### src/rtl/fp_mul_iter.sv
// Iterative IEEE-754 multiplier with generic exponent/fraction widths, one
// shift-add step per cycle, valid/ready handshake and RNE/RTZ rounding.
module fp_mul_iter #(
  parameter int EXP_W = 8,
  parameter int MAN_W = 23,
  localparam int W = EXP_W + MAN_W + 1
) (
  input  logic         clk,
  input  logic         rst_n,
  input  logic         start,
  output logic         in_ready,
  input  logic [W-1:0] op_a,
  input  logic [W-1:0] op_b,
  input  logic         round_mode,
  output logic [W-1:0] result,
  output logic [4:0]   flags,
  output logic         valid_out,
  input  logic         out_ready
);

  localparam int N  = MAN_W + 1;
  localparam int XW = EXP_W + 2;
  localparam int CW = $clog2(MAN_W + 2);
  localparam logic signed [XW-1:0] BIAS = XW'((1 << (EXP_W - 1)) - 1);
  localparam logic signed [XW-1:0] EMAX = XW'((1 << EXP_W) - 1);
  localparam logic [W-1:0] QNAN = {1'b0, {EXP_W{1'b1}}, 1'b1, {(MAN_W-1){1'b0}}};

  typedef enum logic [2:0] {S_IDLE, S_UNPACK, S_MULT, S_NORM, S_ROUND, S_DONE} state_t;

  state_t                state;
  logic [W-1:0]          a_r, b_r;
  logic                  rm_r, sign_r;
  logic signed [XW-1:0]  exp_sum;
  logic [N-1:0]          mcand;
  logic [2*N-1:0]        acc;
  logic [CW-1:0]         cnt;
  logic [MAN_W-1:0]      frac_r;
  logic                  guard, sticky;

  logic [EXP_W-1:0] ea, eb;
  logic [MAN_W-1:0] fa, fb;
  logic a_nan, b_nan, a_inf, b_inf, a_zero, b_zero;

  assign ea = a_r[W-2:MAN_W];
  assign eb = b_r[W-2:MAN_W];
  assign fa = a_r[MAN_W-1:0];
  assign fb = b_r[MAN_W-1:0];
  assign a_nan  = (&ea) && (|fa);
  assign b_nan  = (&eb) && (|fb);
  assign a_inf  = (&ea) && !(|fa);
  assign b_inf  = (&eb) && !(|fb);
  assign a_zero = !(|ea);   // subnormals flush to zero
  assign b_zero = !(|eb);

  // Multiplier sits in the low half of acc and shifts out LSB first.
  logic [N:0] step_sum;
  assign step_sum = {1'b0, acc[2*N-1:N]} + (acc[0] ? {1'b0, mcand} : '0);

  logic                 rnd_inc, rnd_carry, ovf, unf;
  logic [MAN_W-1:0]     rnd_frac;
  logic signed [XW-1:0] e_fin;
  logic [W-1:0]         rnd_res;
  logic [4:0]           rnd_flags;

  always_comb begin
    rnd_inc = !rm_r && guard && (sticky || frac_r[0]);
    {rnd_carry, rnd_frac} = {1'b0, frac_r} + {{MAN_W{1'b0}}, rnd_inc};
    e_fin = exp_sum + $signed({{(XW-1){1'b0}}, rnd_carry});
    ovf = !e_fin[XW-1] && (e_fin >= EMAX);
    unf = e_fin[XW-1] || (e_fin == '0);
    rnd_res = {sign_r, e_fin[EXP_W-1:0], rnd_frac};
    rnd_flags = {guard | sticky, 4'b0000};
    if (ovf) begin
      rnd_res = rm_r ? {sign_r, {(EXP_W-1){1'b1}}, 1'b0, {MAN_W{1'b1}}}
                     : {sign_r, {EXP_W{1'b1}}, {MAN_W{1'b0}}};
      rnd_flags = 5'b10010;
    end else if (unf) begin
      rnd_res = {sign_r, {(W-1){1'b0}}};
      rnd_flags = 5'b10001;
    end
  end

  always_ff @(posedge clk or negedge rst_n) begin
    if (!rst_n) begin
      state     <= S_IDLE;
      in_ready  <= 1'b1;
      valid_out <= 1'b0;
      result    <= '0;
      flags     <= '0;
      a_r       <= '0;
      b_r       <= '0;
      rm_r      <= 1'b0;
      sign_r    <= 1'b0;
      exp_sum   <= '0;
      mcand     <= '0;
      acc       <= '0;
      cnt       <= '0;
      frac_r    <= '0;
      guard     <= 1'b0;
      sticky    <= 1'b0;
    end else begin
      case (state)
        S_IDLE: if (start) begin
          a_r      <= op_a;
          b_r      <= op_b;
          rm_r     <= round_mode;
          in_ready <= 1'b0;
          state    <= S_UNPACK;
        end
        S_UNPACK: begin
          sign_r <= a_r[W-1] ^ b_r[W-1];
          if (a_nan || b_nan) begin
            result <= QNAN;
            flags  <= 5'b00000;
            valid_out <= 1'b1;
            state  <= S_DONE;
          end else if ((a_inf && b_zero) || (b_inf && a_zero)) begin
            result <= QNAN;
            flags  <= 5'b01000;
            valid_out <= 1'b1;
            state  <= S_DONE;
          end else if (a_inf || b_inf || a_zero || b_zero) begin
            result <= (a_inf || b_inf)
                      ? {a_r[W-1] ^ b_r[W-1], {EXP_W{1'b1}}, {MAN_W{1'b0}}}
                      : {a_r[W-1] ^ b_r[W-1], {(W-1){1'b0}}};
            flags  <= 5'b00000;
            valid_out <= 1'b1;
            state  <= S_DONE;
          end else begin
            exp_sum <= $signed({2'b00, ea}) + $signed({2'b00, eb}) - BIAS;
            mcand   <= {1'b1, fa};
            acc     <= {{N{1'b0}}, 1'b1, fb};
            cnt     <= CW'(N);
            state   <= S_MULT;
          end
        end
        S_MULT: begin
          acc <= {step_sum, acc[N-1:1]};
          cnt <= cnt - CW'(1);
          if (cnt == CW'(1)) state <= S_NORM;
        end
        S_NORM: begin
          if (acc[2*N-1]) begin
            frac_r  <= acc[2*N-2:N];
            guard   <= acc[N-1];
            sticky  <= |acc[N-2:0];
            exp_sum <= exp_sum + XW'(1);
          end else begin
            frac_r  <= acc[2*N-3:N-1];
            guard   <= acc[N-2];
            sticky  <= |acc[N-3:0];
          end
          state <= S_ROUND;
        end
        S_ROUND: begin
          result    <= rnd_res;
          flags     <= rnd_flags;
          valid_out <= 1'b1;
          state     <= S_DONE;
        end
        S_DONE: if (out_ready) begin
          valid_out <= 1'b0;
          in_ready  <= 1'b1;
          state     <= S_IDLE;
        end
        default: state <= S_IDLE;
      endcase
    end
  end

endmodule

### config.mk
export PLATFORM = sky130hd
export DESIGN_NAME = fp_mul_iter
export DESIGN_NICKNAME = d
export VERILOG_FILES = /design/src/rtl/fp_mul_iter.sv
export SDC_FILE = /design/constraint.sdc
export NUM_CORES = 1
export LEC_CHECK = 0
export ABC_AREA = 1
export CAP_MARGIN = 10
export CORE_AREA = 4 4 184 203
export CTS_BUF_LIST = sky130_fd_sc_hd__clkbuf_16
export DETAILED_ROUTE_END_ITERATION = 10
export DIE_AREA = 0 0 188 207
export HOLD_SLACK_MARGIN = 0.08
export PLACE_DENSITY = 0.62
export REMOVE_ABC_BUFFERS = 1
export SYNTH_ARGS = -nofsm -noshare
export SYNTH_HDL_FRONTEND = slang
export SYNTH_SLANG_ARGS = --single-unit
### constraint.sdc
create_clock -name clk -period 4.6 [get_ports clk]
set_input_delay 0.46 -clock clk [delete_from_list [all_inputs] [get_ports clk]]
set_output_delay 0.46 -clock clk [all_outputs]
set_load 0.01 [all_outputs]
==> impl_metrics.yaml, run 1 <==
outcome:
  status: "completed"
power_and_ir_drop:
  power_per_cell_area_nw_per_um2: 641.1
  power_leakage_nw: 6.982
  worst_ir_drop_vdd_v: 0.0002780
route:
  routed_wirelength_mm: 31.14
  wl_per_cell_um: 14.28
  drc: 0
  drt_pre_antenna_iters: 5
  postRouteAntennaNets: 0
  via_per_inst: 4.820
  drt-initial-drc-count: 615
  vias: 10510
clocking:
  clock_tree_root_buffer_cell: "sky130_fd_sc_hd__clkbuf_16"
  post_cts_resize_count: 0
  cts-buffers-inserted: 25
  cts_tree: "built"
  cts_max_level: 1
  insertion_delay_ps: 550
  longest_clk_path_bufs: 3
  clkSinkCount: 219
  cts.reportedPaths.clkPinSlew_ps: 60
worst_setup_path:
  worst-path-max-fanout: 23
  worst_path_most_repeated_cell: "sky130_fd_sc_hd__nand3_1"
  cpMaxStageDelayCell: "sky130_fd_sc_hd__dfrtp_1"
  cp_data_required_time_ps: 5070
  critPathMaxStageDelay_ps: 350
  critical_path.endpoint_type: "flip-flop"
  setup.worst_path.class: "flip-flop to flip-flop"
  cp.arrival_ps: 4290
  critical_path.cell_chain: "inv_1, a211oi_1, ha_1, nand3_1, inv_1, nand3_1, nor2_1, nand3_1, nor3_1, ha_1, ha_1, nand3_1, o21ai_1, nand2_1, nor2_1, nand2_1, nand2_2, nand2_4, inv_2, nand2_2, nand2_2, nand2_1, nand3_1"
  timing.critical_path.from_type: "flip-flop"
min_path:
  min_delay_path_class: "flip-flop to flip-flop"
global_route:
  first_global_vias: 10600
  pin_count_of_the_biggest_net_entering_global_routing: 119
  grt_pass1_wl_mm: 52.63
  overflow: 0
  track_usage_pct: 15.86
  grt_antenna_before_repair: 0
logic_synthesis:
  syn_area_um2: 12200
  synth_simple_gate_area_share_pct: 25.47
  netlist_cell_types: 46
  synth_fa_ha_area_share_pct: 5.044
  dominantRegCellSynth: "sky130_fd_sc_hd__dfrtp_1"
  synth-xor-area-share_pct: 2.091
  post_synth.cell_area_avg_um2: 7.632
  netlist_instances: 1599
  post_synth_mux_area_share_pct: 0.1845
  asyncSetResetFlopFracSynth_pct: 100.0
  synth_top_family_by_area: "simple AND/OR/NAND/NOR gates"
  synth_area_leaders: "sky130_fd_sc_hd__dfrtp_1 45%, sky130_fd_sc_hd__nand2_1 15%, sky130_fd_sc_hd__o21ai_0 6.6%"
  ys.warnings.count: 0
  synth-compound-area-share_pct: 13.60
  ffs_latches_synth: 219
  synth_largest_type_area_fraction_pct: 44.70
  netlist.top_cell.by_area: "sky130_fd_sc_hd__dfrtp_1"
  synth_enable_flop_cells: 0
  synth.yosys.seq_area_share_pct: 44.91
floorplanning:
  io-pin-count: 108
  placeableCoreArea_um2: 35220
  num_rows: 72
  die_x_um: 188
  dieHeight_um: 207
  die_area_um2: 38920
  initial_utilization_pct: 34.65
layout:
  synthToLayoutAreaGrowth_pct: 18.94
  drive_gt1_share_pct: 5.000
  insertedDiodeCount: 0
  final_net_count: 1799
  final_design_area_no_fill_um2: 14520
  post_layout_nonfiller_instances: 2181
timing:
  final_period_minus_worst_setup_slack_ps: 3817
  grt_setup_unrepaired: "false"
  finClkSkew_ps: 20.97
  max_freq_mhz: 262.0
  final_number_of_setup_violating_endpoints: 0
  hold_violations: 0
  worst_pin_slew_ps: 1107
  hold-worst-slack_ps: 461.3
  postLayoutSetupSlackWorst_ps: 783.5
  finalCritPeriodShare_pct: 82.97
  slew-limit-headroom_pct: 26.15
  final_max_slew_viols: 0
  setup_total_negative_slack_ps: 0
placed_design:
  post_dp_cell_area_um2: 13690
  place.detailed.hpwl_mm: 22.94
  dpl.cell_count: 2135
  dpl_worst_slack_ps: 803.8
  globalplace.congestion: 0.8538
  port-buffer-count: 106
job:
  maxCapViolCount: 0
layout by cell type, fill, tap and decap left out, types with 35 or more instances in the layout:
master                            instances
sky130_fd_sc_hd__a21oi_1                 45
sky130_fd_sc_hd__clkdlybuf4s50_1        105
sky130_fd_sc_hd__dfrtp_1                218
sky130_fd_sc_hd__ha_1                    46
sky130_fd_sc_hd__inv_1                  210
sky130_fd_sc_hd__nand2_1                482
sky130_fd_sc_hd__nand3_1                 66
sky130_fd_sc_hd__nand4_1                 35
sky130_fd_sc_hd__nor2_1                 109
sky130_fd_sc_hd__o21ai_0                162
metal layers:
| metal | share of wire, % | track usage [%] |
|---|---|---|
| met1 | 48 | 21.74 |
| met2 | 46 | 26.73 |
| met3 | 4.7 | 2.374 |
| met4 | 1.7 | 3.418 |
| met5 | 0 | 0 |
area by class of cell:
class,count,area (um^2)
fill,3646,20710
multi-input combinational,1111,5678
sequential,219,5482
timing repair buffer,115,1149
inverter,210,788.3
clock buffer,25,625.6
tap,481,601.8
clock inverter,20,191.4
synthesized netlist by cell type (4+ instances only):
master,count
sky130_fd_sc_hd__inv_2,4
sky130_fd_sc_hd__o221ai_1,23
sky130_fd_sc_hd__inv_1,206
sky130_fd_sc_hd__xnor2_1,7
sky130_fd_sc_hd__nand3_1,66
sky130_fd_sc_hd__nand2_1,483
sky130_fd_sc_hd__or2_2,12
sky130_fd_sc_hd__dfrtp_1,218
sky130_fd_sc_hd__nor4_1,5
sky130_fd_sc_hd__ha_1,46
sky130_fd_sc_hd__xor2_1,19
sky130_fd_sc_hd__clkbuf_1,37
sky130_fd_sc_hd__a31oi_1,15
sky130_fd_sc_hd__nor3_1,12
sky130_fd_sc_hd__o211ai_1,17
sky130_fd_sc_hd__nand2_2,7
sky130_fd_sc_hd__buf_2,17
sky130_fd_sc_hd__o22ai_1,5
sky130_fd_sc_hd__nand4_1,35
sky130_fd_sc_hd__o21ai_0,162
sky130_fd_sc_hd__a21oi_1,45
sky130_fd_sc_hd__nor2_1,111
power breakdown:
part / internal, mW / total [mW] / switching [mW]
registers: 2.78 / 3.39 / 0.615
logic: 1.48 / 3.92 / 2.44
clock network: 1.17 / 1.99 / 0.827
total: 5.42 / 9.31 / 3.89
registers in the layout, summed over array words and instances, names as in the netlist, 4 cells and up:
signal   flops
b_r         32
a_r         32
frac_r      23
mcand       24
result      32
acc         48
exp_sum     10
flags        4
cnt          5
kinds of logic (layout without fill, tap and decap cells):
kind of cell	count (synthesis)	count (layout)
compound gates	290	290
mux	2	2
buf+inv	269	370
xor+xnor	27	27
fa+ha+maj	48	48
other cells	1	1
simple gates	743	743
flops	219	219
metrics by stage:
stage | util [%] | total power, mW
after floorplan | - | 5.966
after global placement | 38.86 | 7.287
after detailed placement | 38.86 | 7.366
after CTS | 41.21 | 9.417
after global routing | 41.21 | 10.18
final | 41.21 | 9.305
worst max-delay path: cells and delay by family (launching register included):
kind            cells  cell delay, ps
simple gates       15            1910
fa+ha+maj           3             720
compound gates      2             450
flops               1             350
buf+inv             3             280
timing repair:
item / CTS / global route
buffers inserted: 0 / 0
hold buffers: 1 / 0
endpoints found under the hold margin: 83 / 0
worst paths after layout:
kind	startpoint	endpoint	slack (ps)	cells past startpoint
min in group asynchronous	rst_n	result[12]$_DFFE_PN0P_	570	2
max in group asynchronous	rst_n	a_r[10]$_DFFE_PN0P_	3000	3
setup / recovery	frac_r[0]$_DFFE_PN0P_	result[29]$_DFFE_PN0P_	780	23
setup reg to reg	frac_r[0]$_DFFE_PN0P_	result[29]$_DFFE_PN0P_	780	23
hold / removal	mcand[23]$_DFFE_PN0P_	mcand[23]$_DFFE_PN0P_	460	2
hold reg to reg	mcand[23]$_DFFE_PN0P_	mcand[23]$_DFFE_PN0P_	460	2
Note: power is estimated with default switching activity, not from simulation.
==> run 2, diff against run 1 <==
Settings changed: PLACE_DENSITY 0.62 to 0.64.
Clock period 4.6 ns to 3.1 ns, I/O delays scaled along.
==> run 2 against run 1 <==
Compared with the run above:
- the run now ends with negative setup slack left
- clock-buffer cell count down 1
- core utilization is 2.4 points higher
- non-clock buffer count grew 77
- register-to-register slack worse by 830 ps
- worst setup slack worse by 830 ps
- critical endpoint is now flags[1]$_DFFE_PN0P_
- highest routed layer unchanged
==> impl_metrics.yaml, run 2 (synthesized netlist as in run 1, its figures left out) <==
timing:
  slew-limit-headroom_pct: 48.17
  final_period_minus_worst_setup_slack_ps: 3149
  worst_pin_slew_ps: 777.4
  hold-worst-slack_ps: 342.8
  finClkSkew_ps: 22.76
  grt_setup_unrepaired: "true"
  max_freq_mhz: 317.6
  final_number_of_setup_violating_endpoints: 21
  postLayoutSetupSlackWorst_ps: -48.54
  final_max_slew_viols: 0
  finalCritPeriodShare_pct: 101.6
  hold_violations: 0
clocking:
  longest_clk_path_bufs: 3
  clkSinkCount: 219
  insertion_delay_ps: 530
  clock_tree_root_buffer_cell: "sky130_fd_sc_hd__clkbuf_16"
  cts-buffers-inserted: 24
  cts_max_level: 1
  cts_tree: "built"
  cts.reportedPaths.clkPinSlew_ps: 60
global_route:
  grt_pass1_wl_mm: 53.39
  first_global_vias: 10840
  pin_count_of_the_biggest_net_entering_global_routing: 91
  track_usage_pct: 16.04
  gr_util_met3_pct: 1.818
  overflow: 0
  grt_antenna_before_repair: 0
  grt-busiest-layer: "met2"
  globalRouteMet2Util_pct: 26.82
  global_route.usage.met1_pct: 22.15
outcome:
  status: "complete, but fails checks"
  violated_checks: "negative setup slack"
power_and_ir_drop:
  netSwitchingFraction_pct: 41.94
  p_clk_share_pct: 18.8
  switching_power_mw: 5.964
  power.sequential.fraction_pct: 35.2
  power_per_cell_area_nw_per_um2: 924.8
  p_int_mw: 8.255
  power_leakage_nw: 7.404
  combinational_share_of_power_pct: 46.1
  worst_ir_drop_vdd_v: 0.0004358
route:
  postRouteAntennaNets: 0
  drt-initial-drc-count: 561
  wl_per_cell_um: 14.06
  drt_pre_antenna_iters: 5
  via_per_inst: 4.801
  routed_wirelength_mm: 31.75
  vias: 10840
  drc: 0
layout:
  post_layout_nonfiller_instances: 2258
  layout_commonest_cell: "sky130_fd_sc_hd__nand2_1"
  final_net_count: 1876
  largest_register_ffs: 48
  post-route-util_pct: 43.65
  insertedDiodeCount: 0
  drive_gt1_share_pct: 11.99
  final_cell_mix: "465 x sky130_fd_sc_hd__nand2_1, 218 x sky130_fd_sc_hd__dfrtp_1, 203 x sky130_fd_sc_hd__inv_1"
  registers.top_by_ff_count: "acc"
  synthToLayoutAreaGrowth_pct: 25.98
  fillerInstances: 3528
worst_setup_path:
  worst-path-max-fanout: 4
  worst_path_most_repeated_cell: "sky130_fd_sc_hd__nand2_4"
  cp_data_required_time_ps: 3570
  critical_path.cell_chain: "inv_2, a211oi_2, ha_2, nand3_2, inv_2, nand3_4, nor2_4, nand3_2, nor3_4, ha_4, ha_4, nand3_4, o21ai_4, nand2_2, nor2_1, nand2_1, nand2_4, nand2_4, inv_4, nand2_4, buf_4, buf_6, nand2_1"
  critPathMaxStageDelay_ps: 360
  cp.arrival_ps: 3620
  setup.worst_path.class: "flip-flop to flip-flop"
  cpMaxStageDelayCell: "sky130_fd_sc_hd__dfrtp_1"
  critical_path.endpoint_type: "flip-flop"
  timing.critical_path.from_type: "flip-flop"
floorplanning:
  initial_utilization_pct: 34.65
  num_rows: 72
  die_x_um: 188
  io-pin-count: 108
  placeableCoreArea_um2: 35220
  dieHeight_um: 207
  die_area_um2: 38920
placed_design:
  dpl.cell_count: 2177
  place.detailed.hpwl_mm: 23.50
  globalplace.congestion: 0.8928
  port-buffer-count: 106
min_path:
  min_delay_path_class: "primary input to flip-flop"
job:
  maxCapViolCount: 0
## run 2: changes by cell type in the layout (fill, tap and decap cells not counted), moves of 5 or more
cell                      change
sky130_fd_sc_hd__buf_4       +66
sky130_fd_sc_hd__nand2_4      +5
sky130_fd_sc_hd__nor2_1       -6
sky130_fd_sc_hd__nand3_1     -13
sky130_fd_sc_hd__inv_1        -7
sky130_fd_sc_hd__buf_6        +8
sky130_fd_sc_hd__nand2_1     -17
sky130_fd_sc_hd__nand3_2      +9
sky130_fd_sc_hd__nand2_2     +11
## run 2: routing by layer
metal,share of wire [%],vias up
met4,2.2,0
met2,47,211
met3,3.8,50
met1,47,5052
met5,0,-
li1,-,5528
## run 2: layout make-up
cell class | instances | area (um^2) | area share, %
well taps | 481 | 601.8 | 3.914
flip-flops and latches | 219 | 5482 | 35.65
inverters | 210 | 795.8 | 5.176
repair inverters | 1 | 8.758 | 0.05697
repair buffers | 192 | 1793 | 11.66
multi-input cells | 1111 | 5961 | 38.77
clock buffers | 24 | 600.6 | 3.906
clock inverters | 20 | 132.6 | 0.8626
## run 2: timing repair
item                                    4_1_cts  5_1_grt
endpoints found under the hold margin        85        0
pin swaps                                    19       28
hold buffers                                  1        0
resized for setup                            38       52
buffers inserted                             28       12
endpoints found under the setup margin       34       34
cloned                                        1        0
## run 2: power by group through the flow
| stage | Clock (mW) | Sequential (mW) | Combinational [mW] |
|---|---|---|---|
| after global placement | 0 | 4.98 | 6.08 |
| after CTS | 2.73 | 4.99 | 6.42 |
| after global routing | 2.86 | 5.16 | 7.46 |
| after detailed placement | 0 | 5.00 | 6.18 |
| final | 2.67 | 5.00 | 6.55 |
| after floorplan | 0 | 4.91 | 3.94 |
## run 2: metrics by stage
step | setup TNS (ps) | power (mW) | setup slack [ps] | instance area (um^2)
after floorplan | -100900 | 8.853 | -1580 | 11940
after detailed placement | -7453 | 11.19 | -279.9 | 14040
after CTS | -712.4 | 14.14 | -46.55 | 15130
after global routing | -6783 | 15.49 | -263.5 | 15370
after global placement | -4544 | 11.06 | -168.2 | 14040
final | -406.7 | 14.22 | -48.54 | 15370
## run 2: worst max-delay path, delay by kind of cell, from the launching register on
family	cells	cell delay, ps
AOI/OAI and AO/OA	2	400
buffers and inverters	5	510
adders and majority gates	3	550
and+or+nand+nor	13	1260
DFF	1	360
## run 2: final timing paths
path / start / endpoint / slack (ps) / cells past startpoint
min reg2reg: mcand[23]$_DFFE_PN0P_ / mcand[23]$_DFFE_PN0P_ / 470 / 2
max in group asynchronous: rst_n / in_ready$_DFFE_PN1P_ / 1840 / 3
min in group asynchronous: rst_n / result[18]$_DFFE_PN0P_ / 450 / 2
max reg2reg: frac_r[0]$_DFFE_PN0P_ / flags[1]$_DFFE_PN0P_ / -50 / 23
max: frac_r[0]$_DFFE_PN0P_ / flags[1]$_DFFE_PN0P_ / -50 / 23
min: op_b[9] / b_r[9]$_DFFE_PN0P_ / 340 / 3
